### config.mk
export PLATFORM = sky130hd
export DESIGN_NAME = wb_arbiter
export DESIGN_NICKNAME = d
export VERILOG_FILES = /design/src/rtl/wb_arbiter.sv
export SDC_FILE = /design/constraint.sdc
export NUM_CORES = 1
export LEC_CHECK = 0
export BUFFER_PORTS_ARGS = -buffer_cell sky130_fd_sc_hd__buf_2
export CAP_MARGIN = 30
export CORE_AREA = 2 2 133 135
export DETAILED_ROUTE_END_ITERATION = 12
export DIE_AREA = 0 0 135 137
export GPL_TIMING_DRIVEN = 0
export PLACE_DENSITY = 0.61
export SLEW_MARGIN = 25
export SYNTH_ARGS = -nofsm -noshare
export SYNTH_HDL_FRONTEND = slang
export SYNTH_SLANG_ARGS = --single-unit
### constraint.sdc
create_clock -name wb_clock_i -period 3.3 [get_ports wb_clock_i]
set_clock_uncertainty 0.1 [all_clocks]
set_input_delay 0.33 -clock wb_clock_i [delete_from_list [all_inputs] [get_ports wb_clock_i]]
set_output_delay 0.33 -clock wb_clock_i [all_outputs]
set_load 0.02 [all_outputs]
### src/rtl/wb_arbiter.sv
// Three-requester Wishbone B4 arbiter: requester 0 has absolute priority, grants are held until the cycle drops.
// A watchdog force-releases a stuck grant. Define ARB_ROUND_ROBIN_EN to alternate between requesters 1 and 2.
module wb_arbiter #(
  parameter int TIMEOUT_CYCLES = 64,
  parameter int WB_ADDR_WIDTH  = 32,
  parameter int DATA_WIDTH     = 32
) (
  input  logic                          wb_clock_i,
  input  logic                          reset_i,
  input  logic [2:0][WB_ADDR_WIDTH-1:0] req_addr_i,
  input  logic [2:0][DATA_WIDTH-1:0]    req_data_i,
  input  logic [2:0]                    req_we_i,
  input  logic [2:0]                    req_cycle_i,
  input  logic [2:0]                    req_strobe_i,
  output logic [2:0]                    req_stall_o,
  output logic [2:0]                    req_ack_o,
  output logic [DATA_WIDTH-1:0]         req_data_o,
  output logic [WB_ADDR_WIDTH-1:0]      wb_addr_o,
  output logic [DATA_WIDTH-1:0]         wb_data_o,
  output logic                          wb_we_o,
  output logic                          wb_cycle_o,
  output logic                          wb_strobe_o,
  input  logic [DATA_WIDTH-1:0]         wb_data_i,
  input  logic                          wb_stall_i,
  input  logic                          wb_ack_i,
  output logic [1:0]                    grant_o,
  output logic                          timeout_o
);

  localparam int CW = $clog2(TIMEOUT_CYCLES + 1);
  localparam logic [CW-1:0] OUT_MAX = {CW{1'b1}};
  localparam logic [CW-1:0] WD_LAST = CW'(TIMEOUT_CYCLES - 1);

  typedef enum logic {IDLE, GRANTED} state_e;

  state_e        state_q, state_d;
  logic [1:0]    grant_q, grant_d;
  logic          timeout_q, timeout_d;
  logic [CW-1:0] out_q, out_d;
  logic [CW-1:0] wdog_q, wdog_d;
  logic [2:0]    mask_q, mask_d;
`ifdef ARB_ROUND_ROBIN_EN
  logic          last2_q, last2_d;  // 1: requester 2 was granted most recently
`endif

  logic [2:0] cand, gnt_oh;
  logic [1:0] win;
  logic       accept;

  always_ff @(posedge wb_clock_i or posedge reset_i) begin
    if (reset_i) begin
      state_q   <= IDLE;
      grant_q   <= 2'd3;
      timeout_q <= 1'b0;
      out_q     <= '0;
      wdog_q    <= '0;
      mask_q    <= '0;
`ifdef ARB_ROUND_ROBIN_EN
      last2_q   <= 1'b1;
`endif
    end else begin
      state_q   <= state_d;
      grant_q   <= grant_d;
      timeout_q <= timeout_d;
      out_q     <= out_d;
      wdog_q    <= wdog_d;
      mask_q    <= mask_d;
`ifdef ARB_ROUND_ROBIN_EN
      last2_q   <= last2_d;
`endif
    end
  end

  always_comb begin
    cand = req_cycle_i & ~mask_q;
    win  = 2'd3;
    if (cand[0])                win = 2'd0;
    else if (cand[1] && cand[2])
`ifdef ARB_ROUND_ROBIN_EN
                                win = last2_q ? 2'd1 : 2'd2;
`else
                                win = 2'd1;
`endif
    else if (cand[1])           win = 2'd1;
    else if (cand[2])           win = 2'd2;
  end

  assign accept = wb_strobe_o && !wb_stall_i;

  always_comb begin
    state_d   = state_q;
    grant_d   = grant_q;
    timeout_d = 1'b0;
    out_d     = out_q;
    wdog_d    = wdog_q;
    mask_d    = mask_q & req_cycle_i;
`ifdef ARB_ROUND_ROBIN_EN
    last2_d   = last2_q;
`endif
    case (state_q)
      IDLE: begin
        out_d  = '0;
        wdog_d = '0;
        if (|cand) begin
          state_d = GRANTED;
          grant_d = win;
`ifdef ARB_ROUND_ROBIN_EN
          if (win == 2'd1)      last2_d = 1'b0;
          else if (win == 2'd2) last2_d = 1'b1;
`endif
        end
      end
      GRANTED: begin
        if (!wb_cycle_o) begin
          state_d = IDLE;
          grant_d = 2'd3;
          out_d   = '0;
          wdog_d  = '0;
        end else if (out_q != '0 && !wb_ack_i && wdog_q == WD_LAST) begin
          // Forced release; requester stays locked out until it drops its cycle.
          state_d   = IDLE;
          grant_d   = 2'd3;
          timeout_d = 1'b1;
          out_d     = '0;
          wdog_d    = '0;
          mask_d    = mask_d | gnt_oh;
        end else begin
          if (accept && !wb_ack_i && out_q != OUT_MAX) out_d = out_q + CW'(1);
          else if (wb_ack_i && !accept && out_q != '0) out_d = out_q - CW'(1);
          if (wb_ack_i)          wdog_d = '0;
          else if (out_q != '0)  wdog_d = wdog_q + CW'(1);
        end
      end
      default: state_d = IDLE;
    endcase
  end

  always_comb begin
    gnt_oh      = (state_q == GRANTED) ? (3'b001 << grant_q) : 3'b000;
    wb_addr_o   = '0;
    wb_data_o   = '0;
    wb_we_o     = 1'b0;
    wb_cycle_o  = 1'b0;
    wb_strobe_o = 1'b0;
    req_stall_o = 3'b111;
    req_ack_o   = 3'b000;
    for (int k = 0; k < 3; k++) begin
      if (gnt_oh[k]) begin
        wb_addr_o      = req_addr_i[k];
        wb_data_o      = req_data_i[k];
        wb_we_o        = req_we_i[k];
        wb_cycle_o     = req_cycle_i[k];
        wb_strobe_o    = req_strobe_i[k] & req_cycle_i[k];
        req_stall_o[k] = wb_stall_i;
        req_ack_o[k]   = wb_ack_i;
      end
    end
  end

  assign req_data_o = wb_data_i;
  assign grant_o    = grant_q;
  assign timeout_o  = timeout_q;

endmodule

# Word level (Yosys, flattened, before mapping)
# Index checks and enable logic that the tools add are counted.
[classes]
n_eq_ne = 6
n_bitwise = 8
addsub = 3
n_shift = 1
n_reduce_logical = 14
mux = 50
[ops]
columns = ["op", "n"]
rows = [
  ["$mux W32", 6],
  ["$mux W7", 8],
  ["$pmux W7 S2", 2],
  ["$mux W1", 22],
  ["$add A7 B1 Y7 const B", 2],
  ["$mux W2", 6],
  ["$mux W3", 4],
  ["$logic_and A1 B1 Y1", 8],
  ["$eq A7 B6 Y1 const B", 1],
  ["$ne A7 B7 Y1 const B", 1],
  ["$reduce_bool A7 Y1", 1],
  ["$sub A7 B1 Y7 const B", 1],
  ["$and A3 B3 Y3", 2],
  ["$ne A5 B2 Y1 const B", 1],
  ["$ne A5 B3 Y1 const B", 1],
  ["$pmux W2 S2", 1],
  ["$and A1 B1 Y1", 3],
  ["$logic_not A1 Y1", 3],
  ["$ne A3 B2 Y1 const B", 1],
  ["$not A3 Y3", 1],
  ["$or A3 B3 Y3", 1],
  ["$reduce_or A3 Y1", 1],
  ["$shl A1 B2 Y3 const A", 1],
  ["$ne A2 B2 Y1 const B", 1],
  ["other kinds (3)", 3],
]
[word_totals]
ff_bits = 21
out_inout_bits = 108
in_bits = 237
elab_cells = 88

# Longest topological paths before layout
[depth]
depth_word = 14
ltp_mapped = 11

# Worst setup path before layout
# Ideal clock, no wire load.
[synth_path]
path_type = "register -> register"
startpoint = "register grant_q[1] (netlist: grant_o[1])"
endpoint = "register out_q[6]"
path_buffers = 1
t_arrival_ns = 2.659
setup_time_ns = 0.125
slack_ns = 0.416
required_time_ns = 3.075
path_stages_with_launch = 12
cell_sequence = "dfstp_2 buf_2 nand4b_4 a31oi_2 and2_1 inv_1 ha_1 nor2b_1 o2111ai_1 nand4b_1 mux2i_1 mux2_2"
[synth_via]
elab_chain_len = 12
[synth_lines]
columns = ["item", "line_no", "source"]
rows = [
  ["from (decl)", "37", "logic [1:0] grant_q, grant_d;"],
  ["from (signal assigned)", "63", "grant_q <= grant_d;"],
  ["$shl A1 B2 Y3 *", "139", "gnt_oh = (state_q == GRANTED) ? (3'b001 << grant_q) : 3'b000;"],
  ["$mux W3 *", "139", ""],
  ["$mux W1 (3 in a row)", "148", "if (gnt_oh[k]) begin"],
  ["$logic_and A1 B1 Y1", "88", "assign accept = wb_strobe_o && !wb_stall_i;"],
  ["$logic_and A1 B1 Y1 (2 in a row)", "128", "if (accept && !wb_ack_i && out_q != OUT_MAX) out_d = out_q + CW'(1);"],
  ["$mux W7", "128", ""],
  ["$mux W7", "119", "end else if (out_q != '0 && !wb_ack_i && wdog_q == WD_LAST) begin"],
  ["$mux W7", "114", "if (!wb_cycle_o) begin"],
  ["$pmux W7 S2", "100", "case (state_q)"],
  ["to (signal assigned)", "65", "out_q <= out_d;"],
  ["to (decl)", "39", "logic [CW-1:0] out_q, out_d;"],
]
# Mark *: on every way between the ends. The rest lies on a longest branch, timed or not.
# A chain may end at the register's enable or synchronous reset.

# Worst setup path after layout
# Same ends and word-level chain as after synthesis.

==> metrics <==
cell family with most CP delay simple AND/OR/NAND/NOR gates; Placer Congestion 0.826; slowest CP cell dfstp_2; CP required 3340 ps; status complete, no violations; DRT Wirelength 16400 um; Slew Viols, Final 0; Least-Margin Pin Slew 679 ps; Setup CP Type register to register; Slew headroom 54.7%; antenna-violating nets left 0; hold path startpoint req_cycle_i[0]; hpwl dp 13700 um; vias in the first global route 4052; post-route minimum period 3080 ps; CTS clk-pin slew, worst paths 60 ps; LEAKAGE 0.00298 uW; CP Cell Sequence buf_6 > nand4b_4 > a31oi_2 > and2_4 > inv_1 > ha_1 > nor2b_1 > o2111ai_1 > nand4b_1 > mux2i_1 > mux2_2; Power Dens Cells 744 mW/mm^2; FMAX 324 MHz; die width 135 um; drt pass-1 iters 4; mapped cell area 0.00332 mm^2; Clock Sinks 21; Post-Synthesis Cells 484; crit path buf inv count 2; slowest stage delay, CP 550 ps; Levels on crit path 11; Worst R2R Start grant_o[1]; First DRT Iteration DRCs 192; routed length per instance 15.9 um; CTS Buf Count 3; register area share after synthesis 15.9%; Clock Tree Root clkbuf_16; htree depth 1; largest net degree at the start of global routing 22; gr usage total 15.8%; critical path endpoint category register; post-CTS setup buffers 0; core area 0.0171 mm^2; Critical Path Fanout Max 10; Final Non-Filler Cells 1027; worst-case clock buffer depth 2; #FFs+latches synth 21; area occupied by multi-input gates 0.00236 mm^2; RSZ-0062 raised after global routing no; vias per cell 4.34; Port Buffers 312; worst vdd ir 0.000287 V; number of fill cells in the layout 1919; total grt overflow 0; Die ar. 0.0185 mm^2; hold endpoint mask_q[0]; R2R cell count 11; nets 1048; Async S/R FF share, synth 100%; # diodes 0; residual DRC count 0; Startpoint Class register; total power 3930 uW; initial core utilization 19.5%; layout cells sized above 1 47.1%; Warnings, synthesis 0; vias post-DR 4455; syn avg cell area 6.86 um^2; Die Height 137 um; Max Cap Viol 0; reg2reg setup slack 220 ps; class of the worst hold path input pin to register; EDFF count, synth 0; unique cell type count in the Yosys netlist 51; clock latency on the worst-skew pair 260 ps; placed cells 1021; endpoints failing hold 0; TritonCTS clock tree yes; initial antenna violation count 0; Hold Path Depth 3; Rows 48; Ports 345; R2R Path End out_q[6]; synthesized net count 729; ys flop type dfrtp_1; final setup fails 0; Final Cycle Share 93.4%; first-pass GRT wire length 22600 um; CP arrival 3130 ps; Synth-to-Final Area Change 59.2%; Final Util 31.0%; FF/Latch Area 528 um^2
[worst min-delay path, delay by kind of cell]
kind	cells	cell delay [ps]
AOI/OAI and AO/OA	1	50
buffers and inverters	1	110
and+or+nand+nor	1	50
[report_power, final]
group / leakage (uW) / switching [uW] / total, uW / internal [uW]
Sequential: 0.000284 / 32.7 / 329 / 296
Combinational: 0.00266 / 2170 / 3340 / 1170
Clock: 0.0000409 / 97.6 / 261 / 163
Total: 0.00298 / 2300 / 3930 / 1630
[logic make-up (layout without fill, tap and decap cells)]
group / after synthesis / count (layout) / share of synthesized area, %
adder cells (fa/ha/maj): 8 / 8 / 3.24
XOR/XNOR: 5 / 5 / 1.32
flip-flops: 21 / 21 / 15.9
buffers and inverters: 79 / 397 / 13.3
multiplexers: 72 / 72 / 21.8
AND/OR/NAND/NOR: 202 / 202 / 27.6
AO/OA/AOI/OAI: 97 / 97 / 16.9
[timing repair]
action,CTS,global route
gates cloned,0,0
hold endpoints to repair,0,4
endpoints found under the setup margin,22,5
resized for setup,3,4
hold buffers,0,1
[how the worst max path moves through the flow]
stage               startpoint        to  slack, ps
global placement    grant_o[0]  out_q[6]          3
detailed placement  grant_o[0]  out_q[6]        -50
global route        grant_o[0]  out_q[6]          5
finish              grant_o[1]  out_q[6]        220
CTS                 grant_o[0]  out_q[6]         80
floorplan           grant_o[1]  out_q[6]        420
[per-layer routing]
metal | part of all wire, % | vias to the layer above | wire (um) | global-route usage (%)
li1 | - | 2257 | - | -
met1 | 44 | 2010 | 7180 | 21.2
met2 | 49 | 178 | 7990 | 27.5
met3 | 6.2 | 10 | 1020 | 1.93
met4 | 1.1 | 0 | 180 | 2.89
met5 | 0 | - | 0 | 0
[area by class of cell]
class	count	share of cell area (%)
Inverter	12	0.852
Timing Repair Buffer	314	30.0
Multi-Input combinational cell	384	44.6
Clock inverter	1	0.0947
Clock buffer	3	1.42
Sequential cell	21	9.99
Tap cell	225	5.32
Buffer	67	7.76
[state kept, by name, indices dropped and copies added (netlist names)]
register and count:
out_q 7, mask_q 3, grant_o 2, state_q 1, timeout_o 1, wdog_q 7
[synthesized netlist by cell type (all sizes together), types with 2 or more instances]
| cell type | n | share of area, % |
|---|---|---|
| nor2 | 148 | 17 |
| a21oi | 73 | 11 |
| mux2i | 70 | 21 |
| buf | 53 | 10 |
| dfrtp | 19 | 14 |
| clkbuf | 14 | 1.6 |
| inv | 12 | 1.4 |
| nand2 | 9 | 1.1 |
| ha | 7 | 2.6 |
| nor2b | 6 | 1.1 |
| nor3 | 6 | 0.90 |
| o21ai | 6 | 0.90 |
| nand2b | 5 | 0.94 |
| nand3 | 5 | 0.90 |
| a31oi | 4 | 0.94 |
| nand4b | 4 | 1.5 |
| and2 | 3 | 0.57 |
| nor3b | 3 | 0.68 |
| o21a | 3 | 0.68 |
| o31ai | 3 | 0.68 |
| or3 | 3 | 0.57 |
| xnor2 | 3 | 0.79 |
| and3 | 2 | 0.38 |
| dfstp | 2 | 1.6 |
| mux2 | 2 | 0.68 |
| xor2 | 2 | 0.53 |
[through the flow]
stage	setup slack [ps]	area, um^2	setup TNS (ps)	hold WS (ps)
final	217	5290	0	222
after global routing	4.80	5290	0	251
after CTS	75.3	5250	0	165
after detailed placement	-50.3	5160	-50.3	373
after global placement	2.63	5160	0	369
after floorplan	416	3320	0	205
[cell usage in the layout, fill, tap and decap left out, drive strengths merged, types with 4 or more instances in the layout]
cell / count
nor2b: 6
inv: 12
nand2: 9
o21ai: 6
nand3: 5
clkbuf: 18
a21oi: 73
a31oi: 4
nand4b: 4
dfrtp: 19
mux2i: 70
nor2: 148
nand2b: 5
ha: 7
nor3: 6
buf: 365
(Power assumes the default switching activity.)
